==> config.mk <==
export PLATFORM = sky130hd
export DESIGN_NAME = poly_dds_voice_mixer_flat
export DESIGN_NICKNAME = d
export VERILOG_FILES = /design/src/rtl/poly_dds_voice_mixer_if.sv /design/src/rtl/poly_dds_voice_mixer.sv /design/src/flat_wrapper.sv
export SDC_FILE = /design/constraint.sdc
export NUM_CORES = 1
export LEC_CHECK = 0
export CAP_MARGIN = 10
export CORE_UTILIZATION = 55
export CTS_CLUSTER_DIAMETER = 40
export DETAILED_ROUTE_END_ITERATION = 8
export PLACE_DENSITY = 0.81
export SYNTH_ARGS = -nofsm -noshare
export SYNTH_HDL_FRONTEND = slang
export SYNTH_SLANG_ARGS = --single-unit
==> constraint.sdc <==
create_clock -name clk -period 4.3 [get_ports clk]
set_input_delay 1.075 -clock clk [delete_from_list [all_inputs] [get_ports clk]]
set_output_delay 1.075 -clock clk [all_outputs]
set_load 0.02 [all_outputs]
==> src/rtl/poly_dds_voice_mixer_if.sv <==
// rtl/poly_dds_voice_mixer_if.sv - key/phase-increment inputs and mixed-sample outputs of the voice mixer
interface poly_dds_voice_mixer_if #(
    parameter int N_KEYS  = 8,
    parameter int OUT_W   = 8,
    parameter int PHASE_W = 16
);
    logic [N_KEYS-1:0]           key;
    logic [N_KEYS*PHASE_W-1:0]   phase_inc;
    logic [OUT_W-1:0]            wave;
    logic                        wave_valid;
    logic [$clog2(N_KEYS+1)-1:0] active_cnt;

    modport master (output key, phase_inc, input wave, wave_valid, active_cnt);
    modport slave  (input key, phase_inc, output wave, wave_valid, active_cnt);
endinterface

==> src/rtl/poly_dds_voice_mixer.sv <==
// rtl/poly_dds_voice_mixer.sv - polyphonic DDS triangle mixer, one voice scanned per clock
// Optional per-voice attack/release envelope enabled by defining PIANO_ENV_EN.
module poly_dds_voice_mixer #(
    parameter int N_KEYS       = 8,
    parameter int OUT_W        = 8,
    parameter int PHASE_W      = 16,
    parameter int SAMPLE_DIV   = 1024,
    parameter int ATTACK_STEP  = 16,
    parameter int RELEASE_STEP = 4
) (
    input  logic                  clk,
    input  logic                  rst_n,
    poly_dds_voice_mixer_if.slave bus
);
    localparam int DIV_W = $clog2(SAMPLE_DIV);
    localparam int IDX_W = (N_KEYS > 1) ? $clog2(N_KEYS) : 1;
    localparam int CNT_W = $clog2(N_KEYS + 1);
    localparam int ACC_W = OUT_W + $clog2(N_KEYS) + 1;

    localparam logic [1:0] S_IDLE = 2'd0;
    localparam logic [1:0] S_SCAN = 2'd1;
    localparam logic [1:0] S_NORM = 2'd2;

    logic [1:0]         r_state;
    logic [DIV_W-1:0]   r_div;
    logic [N_KEYS-1:0]  r_key_s;
    logic [IDX_W-1:0]   r_idx;
    logic [PHASE_W-1:0] r_phase [N_KEYS];
    logic [ACC_W-1:0]   r_acc;
    logic [CNT_W-1:0]   r_cnt;
    logic [OUT_W-1:0]   r_wave;
    logic               r_wave_valid;
    logic [CNT_W-1:0]   r_active_cnt;

    logic               w_tick;
    logic               w_last;
    logic               w_active;
    logic [PHASE_W-1:0] w_inc [N_KEYS];
    logic [PHASE_W-1:0] w_phase;
    logic [OUT_W-1:0]   w_idx_bits;
    logic [OUT_W-1:0]   w_tri;
    logic [OUT_W-1:0]   w_contrib;
    logic [7:0]         w_shift;
    logic [OUT_W-1:0]   w_wave_sh;

    assign w_tick = (r_div == DIV_W'(SAMPLE_DIV - 1));
    assign w_last = (r_idx == IDX_W'(N_KEYS - 1));

    for (genvar k = 0; k < N_KEYS; k++) begin : g_inc
        assign w_inc[k] = bus.phase_inc[k*PHASE_W +: PHASE_W];
    end

    // Triangle: top phase bit folds the ramp, the next OUT_W bits are the ramp itself
    assign w_phase    = r_phase[r_idx];
    assign w_idx_bits = w_phase[PHASE_W-2 -: OUT_W];
    assign w_tri      = w_phase[PHASE_W-1] ? ~w_idx_bits : w_idx_bits;

`ifdef PIANO_ENV_EN
    logic [7:0]       r_gain [N_KEYS];
    logic [7:0]       w_gain;
    logic [7:0]       w_gain_nxt;
    logic [8:0]       w_gain_up;
    logic [OUT_W+7:0] w_prod;

    assign w_gain    = r_gain[r_idx];
    assign w_gain_up = {1'b0, w_gain} + 9'(ATTACK_STEP);
    assign w_prod    = (OUT_W+8)'(w_tri) * (OUT_W+8)'(w_gain);
    assign w_contrib = OUT_W'(w_prod >> 8);
    assign w_active  = r_key_s[r_idx] | (w_gain != 8'h00);

    always_comb begin
        w_gain_nxt = w_gain;
        if (r_key_s[r_idx]) begin
            w_gain_nxt = w_gain_up[8] ? 8'hFF : w_gain_up[7:0];
        end else if (w_gain > 8'(RELEASE_STEP)) begin
            w_gain_nxt = w_gain - 8'(RELEASE_STEP);
        end else begin
            w_gain_nxt = 8'h00;
        end
    end

    always_ff @(posedge clk or negedge rst_n) begin
        if (!rst_n) begin
            for (int k = 0; k < N_KEYS; k++) begin
                r_gain[k] <= 8'h00;
            end
        end else if (r_state == S_SCAN) begin
            r_gain[r_idx] <= w_gain_nxt;
        end
    end
`else
    assign w_contrib = w_tri;
    assign w_active  = r_key_s[r_idx];
`endif

    // Normalise by the smallest power of two not below the voice count
    always_comb begin
        w_shift = 8'd0;
        for (int k = 0; k < CNT_W; k++) begin
            if ((1 << k) < int'(r_cnt)) begin
                w_shift = 8'(k + 1);
            end
        end
    end
    assign w_wave_sh = OUT_W'(r_acc >> w_shift);

    always_ff @(posedge clk or negedge rst_n) begin
        if (!rst_n) begin
            r_div <= '0;
        end else if (w_tick) begin
            r_div <= '0;
        end else begin
            r_div <= r_div + DIV_W'(1);
        end
    end

    always_ff @(posedge clk or negedge rst_n) begin
        if (!rst_n) begin
            r_state      <= S_IDLE;
            r_key_s      <= '0;
            r_idx        <= '0;
            r_acc        <= '0;
            r_cnt        <= '0;
            r_wave       <= '0;
            r_wave_valid <= 1'b0;
            r_active_cnt <= '0;
            for (int k = 0; k < N_KEYS; k++) begin
                r_phase[k] <= '0;
            end
        end else begin
            r_wave_valid <= 1'b0;
            case (r_state)
                S_IDLE: begin
                    if (w_tick) begin
                        r_key_s <= bus.key;
                        r_acc   <= '0;
                        r_cnt   <= '0;
                        r_idx   <= '0;
                        r_state <= S_SCAN;
                    end
                end
                S_SCAN: begin
                    if (w_active) begin
                        r_acc          <= r_acc + ACC_W'(w_contrib);
                        r_phase[r_idx] <= w_phase + w_inc[r_idx];
                        r_cnt          <= r_cnt + CNT_W'(1);
                    end else begin
                        r_phase[r_idx] <= '0;
                    end
                    if (w_last) begin
                        r_state <= S_NORM;
                    end else begin
                        r_idx <= r_idx + IDX_W'(1);
                    end
                end
                S_NORM: begin
                    r_wave       <= (r_cnt == '0) ? '0 : w_wave_sh;
                    r_active_cnt <= r_cnt;
                    r_wave_valid <= 1'b1;
                    r_state      <= S_IDLE;
                end
                default: r_state <= S_IDLE;
            endcase
        end
    end

    assign bus.wave       = r_wave;
    assign bus.wave_valid = r_wave_valid;
    assign bus.active_cnt = r_active_cnt;
endmodule

==> src/flat_wrapper.sv <==
// flat-port wrapper written by rule: the top's interface ports become plain ports
module poly_dds_voice_mixer_flat 
#(
    parameter int N_KEYS       = 8,
    parameter int OUT_W        = 8,
    parameter int PHASE_W      = 16,
    parameter int SAMPLE_DIV   = 1024,
    parameter int ATTACK_STEP  = 16,
    parameter int RELEASE_STEP = 4
)
  (clk, rst_n, bus_key, bus_phase_inc, bus_wave, bus_wave_valid, bus_active_cnt);
  poly_dds_voice_mixer_if #(.N_KEYS(N_KEYS), .OUT_W(OUT_W), .PHASE_W(PHASE_W)) bus_i ();
  input  logic clk;
  input  logic rst_n;
  input wire logic [$bits(bus_i.key)-1:0] bus_key;
  input wire logic [$bits(bus_i.phase_inc)-1:0] bus_phase_inc;
  output wire logic [$bits(bus_i.wave)-1:0] bus_wave;
  output wire logic [$bits(bus_i.wave_valid)-1:0] bus_wave_valid;
  output wire logic [$bits(bus_i.active_cnt)-1:0] bus_active_cnt;
  assign bus_i.key = bus_key;
  assign bus_i.phase_inc = bus_phase_inc;
  assign bus_wave = bus_i.wave;
  assign bus_wave_valid = bus_i.wave_valid;
  assign bus_active_cnt = bus_i.active_cnt;
  poly_dds_voice_mixer #(.N_KEYS(N_KEYS), .OUT_W(OUT_W), .PHASE_W(PHASE_W), .SAMPLE_DIV(SAMPLE_DIV), .ATTACK_STEP(ATTACK_STEP), .RELEASE_STEP(RELEASE_STEP)) u_core (.clk(clk), .rst_n(rst_n), .bus(bus_i));
endmodule
After elaboration in Yosys (flattened, before gate mapping)
Index checks and enable logic that the tools add are counted. Widths: inputs -> output; s select.

Bits in registers: 180. Bits in latches: 0. RAM bits: 0. ROM bits: 0. Input bits: 138. Word-level logic and storage cells: 82. Memories: 0.

Add/subtract/negate cells: 5. Multiply operators: 0. Div/mod/pow operators: 0. Magnitude comparators: 7. Equality and inequality tests: 8. Shift operators: 1. Muxes and demuxes: 32. Bitwise logic cells: 4. Reduce and logical (&&, ||, !) cells: 8.

Operators with widths (count): $and 128x128->128 (1); $bwmux 128 (1); $mux 128 (1); $not 128->128 (1); $bmux 16 s3 (2); $mux 16 (5); $demux 16 s3 (1); $mux 8 (5); $mux 12 (2); $pmux 12 s2 (1); $add 16x16->16 (1); $add 12x8->12 (1); $shr 12x8->8 (1); $add 10x1->10 const B (1); $eq 10x10->1 const B (1); $mux 10 (1); $mux 4 (2); $not 8->8 (1); $pmux 4 s2 (1); $mux 3 (2); $ne 2x1->1 const B (3); $pmux 3 s2 (1); $reduce_and 3->1 (2); $add 4x1->4 const B (1); other kinds (22) (26).

Logic depth before layout (Yosys ltp)
Word-level depth: 9. Gate-level depth with buffers: 18.

Worst setup path after synthesis
No wires, ideal clock.

Path kind: reg2reg. Start: register u_core.r_idx[1]. End: register u_core.r_phase[93] (netlist name). Arrival: 3.898 ns. Required time: 4.233 ns. Path slack: 0.334 ns. Cell stages (with the launch flop): 16. Period minus slack after synthesis: 3.966 ns. Path through: dfrtp_1 buf_2 buf_2 clkbuf_1 nor3b_1 clkbuf_1 clkbuf_1 a22oi_1 nand4_1 ha_1 a211oi_1 o21ai_0 a221oi_1 o21ai_0 xor2_1 a22o_1.

Longest elaborated chain between the ends: 8. Elaborated cells between the ends (all ways): 19.

Ends and longest elaborated chain: start, declared (RTL line poly_dds_voice_mixer.sv:27) `logic [IDX_W-1:0] r_idx;`; start signal, assigned (RTL line poly_dds_voice_mixer.sv:153) `r_idx <= r_idx + IDX_W'(1);`; branches (longest 7 deep; another with $add 16x16->16); $mux 128 (*) (RTL line poly_dds_voice_mixer.sv:143) `if (w_active) begin`; end signal, assigned by index (RTL line poly_dds_voice_mixer.sv:145) `r_phase[r_idx] <= w_phase + w_inc[r_idx];`; end, declared (RTL line poly_dds_voice_mixer.sv:28) `logic [PHASE_W-1:0] r_phase [N_KEYS];`.

Mark *: on every way between the ends. The select of a mux whose other input is x is not followed. A chain may end at the register's enable or synchronous reset.

Worst setup path after layout
Start: register u_core.r_idx[1]. End: register u_core.r_acc[9].

Longest elaborated chain between the ends: 9. Elaborated cells between the ends (all ways): 13.

Ends and longest elaborated chain: $not 3->4 (implied by the code) (RTL line poly_dds_voice_mixer.sv:54) `assign w_phase = r_phase[r_idx];`; $bmux 16 s3 (RTL line poly_dds_voice_mixer.sv:54); $mux 16 (implied by the code) (2 in series) (RTL line poly_dds_voice_mixer.sv:54); $not 8->8 (RTL line poly_dds_voice_mixer.sv:56) `assign w_tri = w_phase[PHASE_W-1] ? ~w_idx_bits : w_idx_bits;`; $mux 8 (RTL line poly_dds_voice_mixer.sv:56); $add 12x8->12 (RTL line poly_dds_voice_mixer.sv:144) `r_acc <= r_acc + ACC_W'(w_contrib);`; $mux 12 (RTL line poly_dds_voice_mixer.sv:143); $pmux 12 s2 (RTL line poly_dds_voice_mixer.sv:132) `case (r_state)`; end signal, assigned (RTL line poly_dds_voice_mixer.sv:144); end, declared (RTL line poly_dds_voice_mixer.sv:29) `logic [ACC_W-1:0] r_acc;`.

Parallel ways exist; a longest one is shown, timed or not. The select of a mux whose other input is x is not followed.

==> out/results.ini <==
[place]
place.gp.congestion = 0.895
dp_worst_setup_slack_ps = -95.1
port_buffers = 150
dp.final_hpwl_um = 20200

[yosys]
number_of_nets_produced_by_synthesis = 1195
synth_enable_flop_cells = 0
synth_area_leaders = sky130_fd_sc_hd__dfrtp_1 (45%), sky130_fd_sc_hd__nand2_1 (6.7%), sky130_fd_sc_hd__a22oi_1 (6.1%), sky130_fd_sc_hd__o21ai_0 (5.7%), sky130_fd_sc_hd__ha_1 (3.5%)
synth_area_leader_cell = sky130_fd_sc_hd__dfrtp_1
yosys_register_bits = 180
postSynthCellCount = 1027
cell_area_after_synthesis_um2 = 9920
post_synth_cell_types = 56
synth-async-reset-ratio_pct = 100
yosys_warnings = 0
synth-main-ff-cell = sky130_fd_sc_hd__dfrtp_1
part_of_the_yosys_area_used_for_sequential_elements_pct = 45.4
synthDominantCellAreaShare_pct = 45.4
synth.avg_cell_area_um2 = 9.66

[detailed_routing]
drc_errors = 0
dr_total_vias = 8885
drt-initial-drc-count = 804
first_pass_iters = 5
totalWireLength_um = 28900
final_antenna_net_count = 0
drt-wirelength-per-cell_um = 20.6
vias_per_cell = 6.31

[power]
total_power_mw = 3.57
power.static_leakage_nw = 5.41
worst_ir_drop_vdd_mv = 0.276
power_per_cell_area_nw_per_um2 = 288

[cells_and_area]
multi_input_area_um2 = 5100
diodes_inserted = 0
utilization_pct = 70.9
syn2layout_area_growth_pct = 25.0
finalNetCount = 1337
nFillCells = 1318
final_layout_size_suffix_gt1_share_pct = 8.80
layout.area.seq_um2 = 4510

[grt]
globalRouteOverflowTotal = 0
pin_count_of_the_biggest_net_entering_global_routing = 78
grt_first_pass_wirelength_um = 45300
via_count_of_the_first_global_routing_pass = 8712
initial_antenna_violation_count = 0
grtUsageTotal_pct = 32.1

[timing]
setup_repair_after_global_routing_missed_its_margin = false
finalWorstPathRequiredPeriod_ps = 4070
slew_violations = 0
fin_crit_sh_pct = 94.5
final_critical_path_setup_slack_ps = 235
fin_setup_tns_ps = 0
max_clock_freq_mhz = 246
hold_viol_final = 0
number_of_setup_violations_in_the_final_report = 0
worst_pin_slew_ps = 1160
setup_clock_skew_after_layout_ps = 12.1
max-slew-margin-rel_pct = 22.5
fin_hold_ws_ps = 479

[cts]
ctsHoldBuffers = 0
maximum_level_of_the_cts_h_tree = 4
postCtsResizedCells = 0
maximum_count_of_clock_buffers_along_a_single_path = 2
cts_buffers = 17
clock_pin_slew_worst_setup_and_hold_paths_ps = 70
clock_sinks = 180
tritoncts = built
clock_tree.root_cell = sky130_fd_sc_hd__clkbuf_16
clk_latency_ps = 430
postCtsSetupRepairBufs = 0

[die]
initial_utilization_pct = 56.7
pin_count = 151
design.die.area_um2 = 18600
placeableCoreArea_um2 = 17500
die_width_um = 136
floorplan.die.height_um = 136
placement_rows = 48

[setup_path]
regToRegStartpoint = u_core.r_idx[1]
critPathMaxFanout = 22
worst-r2r-cell-count = 12
timing.critical_path.slowest_stage_cell = sky130_fd_sc_hd__dfrtp_2
cp_cell_sequence = buf_4, mux4_2, mux2i_1, inv_1, xnor2_1, ha_1, a211oi_1, o21bai_1, or4_1, a31oi_1, o211ai_1, o31ai_1
worst_ep_arrival_time_ps = 4390
cp-endpoint = u_core.r_acc[9]
critical-path-max-stage-delay_ps = 700
crit_path_category = reg -> reg
worstSetupEndpointType = flip-flop
source_of_the_critical_timing_path = u_core.r_idx[1]
crit-reg2reg-capture = u_core.r_acc[9]
critical_path.startpoint_type = flip-flop
regToRegSetupSlack_ps = 230
required_ps = 4620

[hold_path]
min_path_type = reg -> reg

[job]
max_cap_violations = 0

[run_status]
status = finished clean

==> sequential cells by signal (all words and copies together) (netlist names), 3 cells and up <==
| name | flops |
|---|---|
| u_core.r_phase | 128 |
| u_core.r_idx | 3 |
| u_core.r_key_s | 8 |
| u_core.bus.wave | 8 |
| u_core.r_acc | 12 |
| u_core.r_cnt | 4 |
| u_core.r_div | 10 |
| u_core.bus.active_cnt | 4 |
==> final cells by class <==
cell class	count	area share [%]
timing repair buffer	189	15.0
tap	225	2.27
inverter	12	0.363
clock buffer	20	3.68
clock inverter	12	1.17
sequential	180	36.4
multi-input combinational	769	41.2
==> critical path, delay by kind of cell (launching register included) <==
| family | cells | cell delay (ps) |
|---|---|---|
| adders and majority gates | 1 | 270 |
| muxes | 2 | 690 |
| buffers and inverters | 2 | 470 |
| and+or+nand+nor | 1 | 440 |
| AOI/OAI and AO/OA | 5 | 1160 |
| xor gates and xnor gates | 1 | 220 |
| DFF | 1 | 700 |
==> Yosys cell counts (3+ instances only) <==
library cell	number
sky130_fd_sc_hd__a211oi_1	7
sky130_fd_sc_hd__a21o_1	5
sky130_fd_sc_hd__a21oi_1	35
sky130_fd_sc_hd__a221o_1	10
sky130_fd_sc_hd__a22o_1	39
sky130_fd_sc_hd__a22oi_1	80
sky130_fd_sc_hd__a31oi_1	20
sky130_fd_sc_hd__and2_1	6
sky130_fd_sc_hd__and3_1	5
sky130_fd_sc_hd__buf_2	10
sky130_fd_sc_hd__clkbuf_1	50
sky130_fd_sc_hd__dfrtp_1	180
sky130_fd_sc_hd__ha_1	28
sky130_fd_sc_hd__inv_1	12
sky130_fd_sc_hd__mux2_2	8
sky130_fd_sc_hd__mux2i_1	30
sky130_fd_sc_hd__mux4_2	13
sky130_fd_sc_hd__nand2_1	178
sky130_fd_sc_hd__nand2b_1	4
sky130_fd_sc_hd__nand3_1	11
sky130_fd_sc_hd__nand3b_1	4
sky130_fd_sc_hd__nand4_1	21
sky130_fd_sc_hd__nor2_1	40
sky130_fd_sc_hd__nor2b_1	11
sky130_fd_sc_hd__nor3_1	7
sky130_fd_sc_hd__o211ai_1	8
sky130_fd_sc_hd__o21a_1	5
sky130_fd_sc_hd__o21ai_0	112
sky130_fd_sc_hd__o21bai_1	7
sky130_fd_sc_hd__o31ai_1	14
sky130_fd_sc_hd__or4_1	3
sky130_fd_sc_hd__xnor2_1	22
sky130_fd_sc_hd__xor2_1	10
==> kinds of logic (layout without fill, tap and decap cells) <==
| group | Yosys count | after routing | share of synthesized area (%) |
|---|---|---|---|
| flops | 180 | 180 | 45.4 |
| compound gates | 356 | 356 | 23.8 |
| fa+ha+maj | 30 | 30 | 3.94 |
| buf+inv | 78 | 233 | 3.31 |
| mux | 52 | 52 | 7.04 |
| simple gates | 298 | 298 | 13.3 |
| xor+xnor | 33 | 33 | 3.10 |
==> placed cells by master (no fill, tap or decap), types with 11 or more instances in the layout <==
cell type | netlist | final
sky130_fd_sc_hd__o31ai_1 | 14 | 14
sky130_fd_sc_hd__a21oi_1 | 35 | 35
sky130_fd_sc_hd__a22oi_1 | 80 | 80
sky130_fd_sc_hd__ha_1 | 28 | 28
sky130_fd_sc_hd__o21ai_0 | 112 | 112
sky130_fd_sc_hd__xnor2_1 | 22 | 22
sky130_fd_sc_hd__mux2i_1 | 30 | 30
sky130_fd_sc_hd__nand3_1 | 11 | 11
sky130_fd_sc_hd__buf_4 | 2 | 34
sky130_fd_sc_hd__a31oi_1 | 20 | 20
sky130_fd_sc_hd__a22o_1 | 39 | 39
sky130_fd_sc_hd__inv_1 | 12 | 12
sky130_fd_sc_hd__nand4_1 | 21 | 21
sky130_fd_sc_hd__clkdlybuf4s50_1 | 0 | 149
sky130_fd_sc_hd__nor2_1 | 40 | 39
sky130_fd_sc_hd__mux4_2 | 13 | 13
sky130_fd_sc_hd__clkbuf_16 | 0 | 17
sky130_fd_sc_hd__nand2_1 | 178 | 178
sky130_fd_sc_hd__dfrtp_1 | 180 | 178
==> per-stage QoR <==
| stage | std cells | area, µm² |
|---|---|---|
| finish | 1407 | 12400 |
| CTS | 1407 | 12400 |
| detailed placement | 1375 | 11800 |
| global route | 1407 | 12400 |
| global placement | 1375 | 11800 |
| floorplan | 1027 | 9920 |
==> worst min path at each step <==
stage	startpoint	endpoint	depth (start not counted)
global route	u_core.r_phase[16]	u_core.r_phase[16]	2
finish	u_core.r_phase[88]	u_core.r_phase[88]	2
detailed placement	u_core.r_key_s[7]	u_core.r_key_s[7]	2
CTS	u_core.r_key_s[2]	u_core.r_key_s[2]	2
global placement	u_core.r_key_s[5]	u_core.r_key_s[5]	2
floorplan	u_core.r_key_s[4]	u_core.r_key_s[4]	2
==> routing by layer <==
layer | part of all wire (%) | global-route usage (%)
met4 | 2.8 | 13.2
met3 | 6.9 | 5.97
met2 | 49 | 53.2
met1 | 41 | 41.4
met5 | 0 | 0
==> power by group <==
part	leakage (nW)	total, mW	internal [mW]	switching, mW
Clock	0.287	1.59	0.900	0.690
Sequential	2.00	1.69	1.69	0
Combinational	3.12	0.290	0.152	0.138
Power figures use the tool's default switching activity.
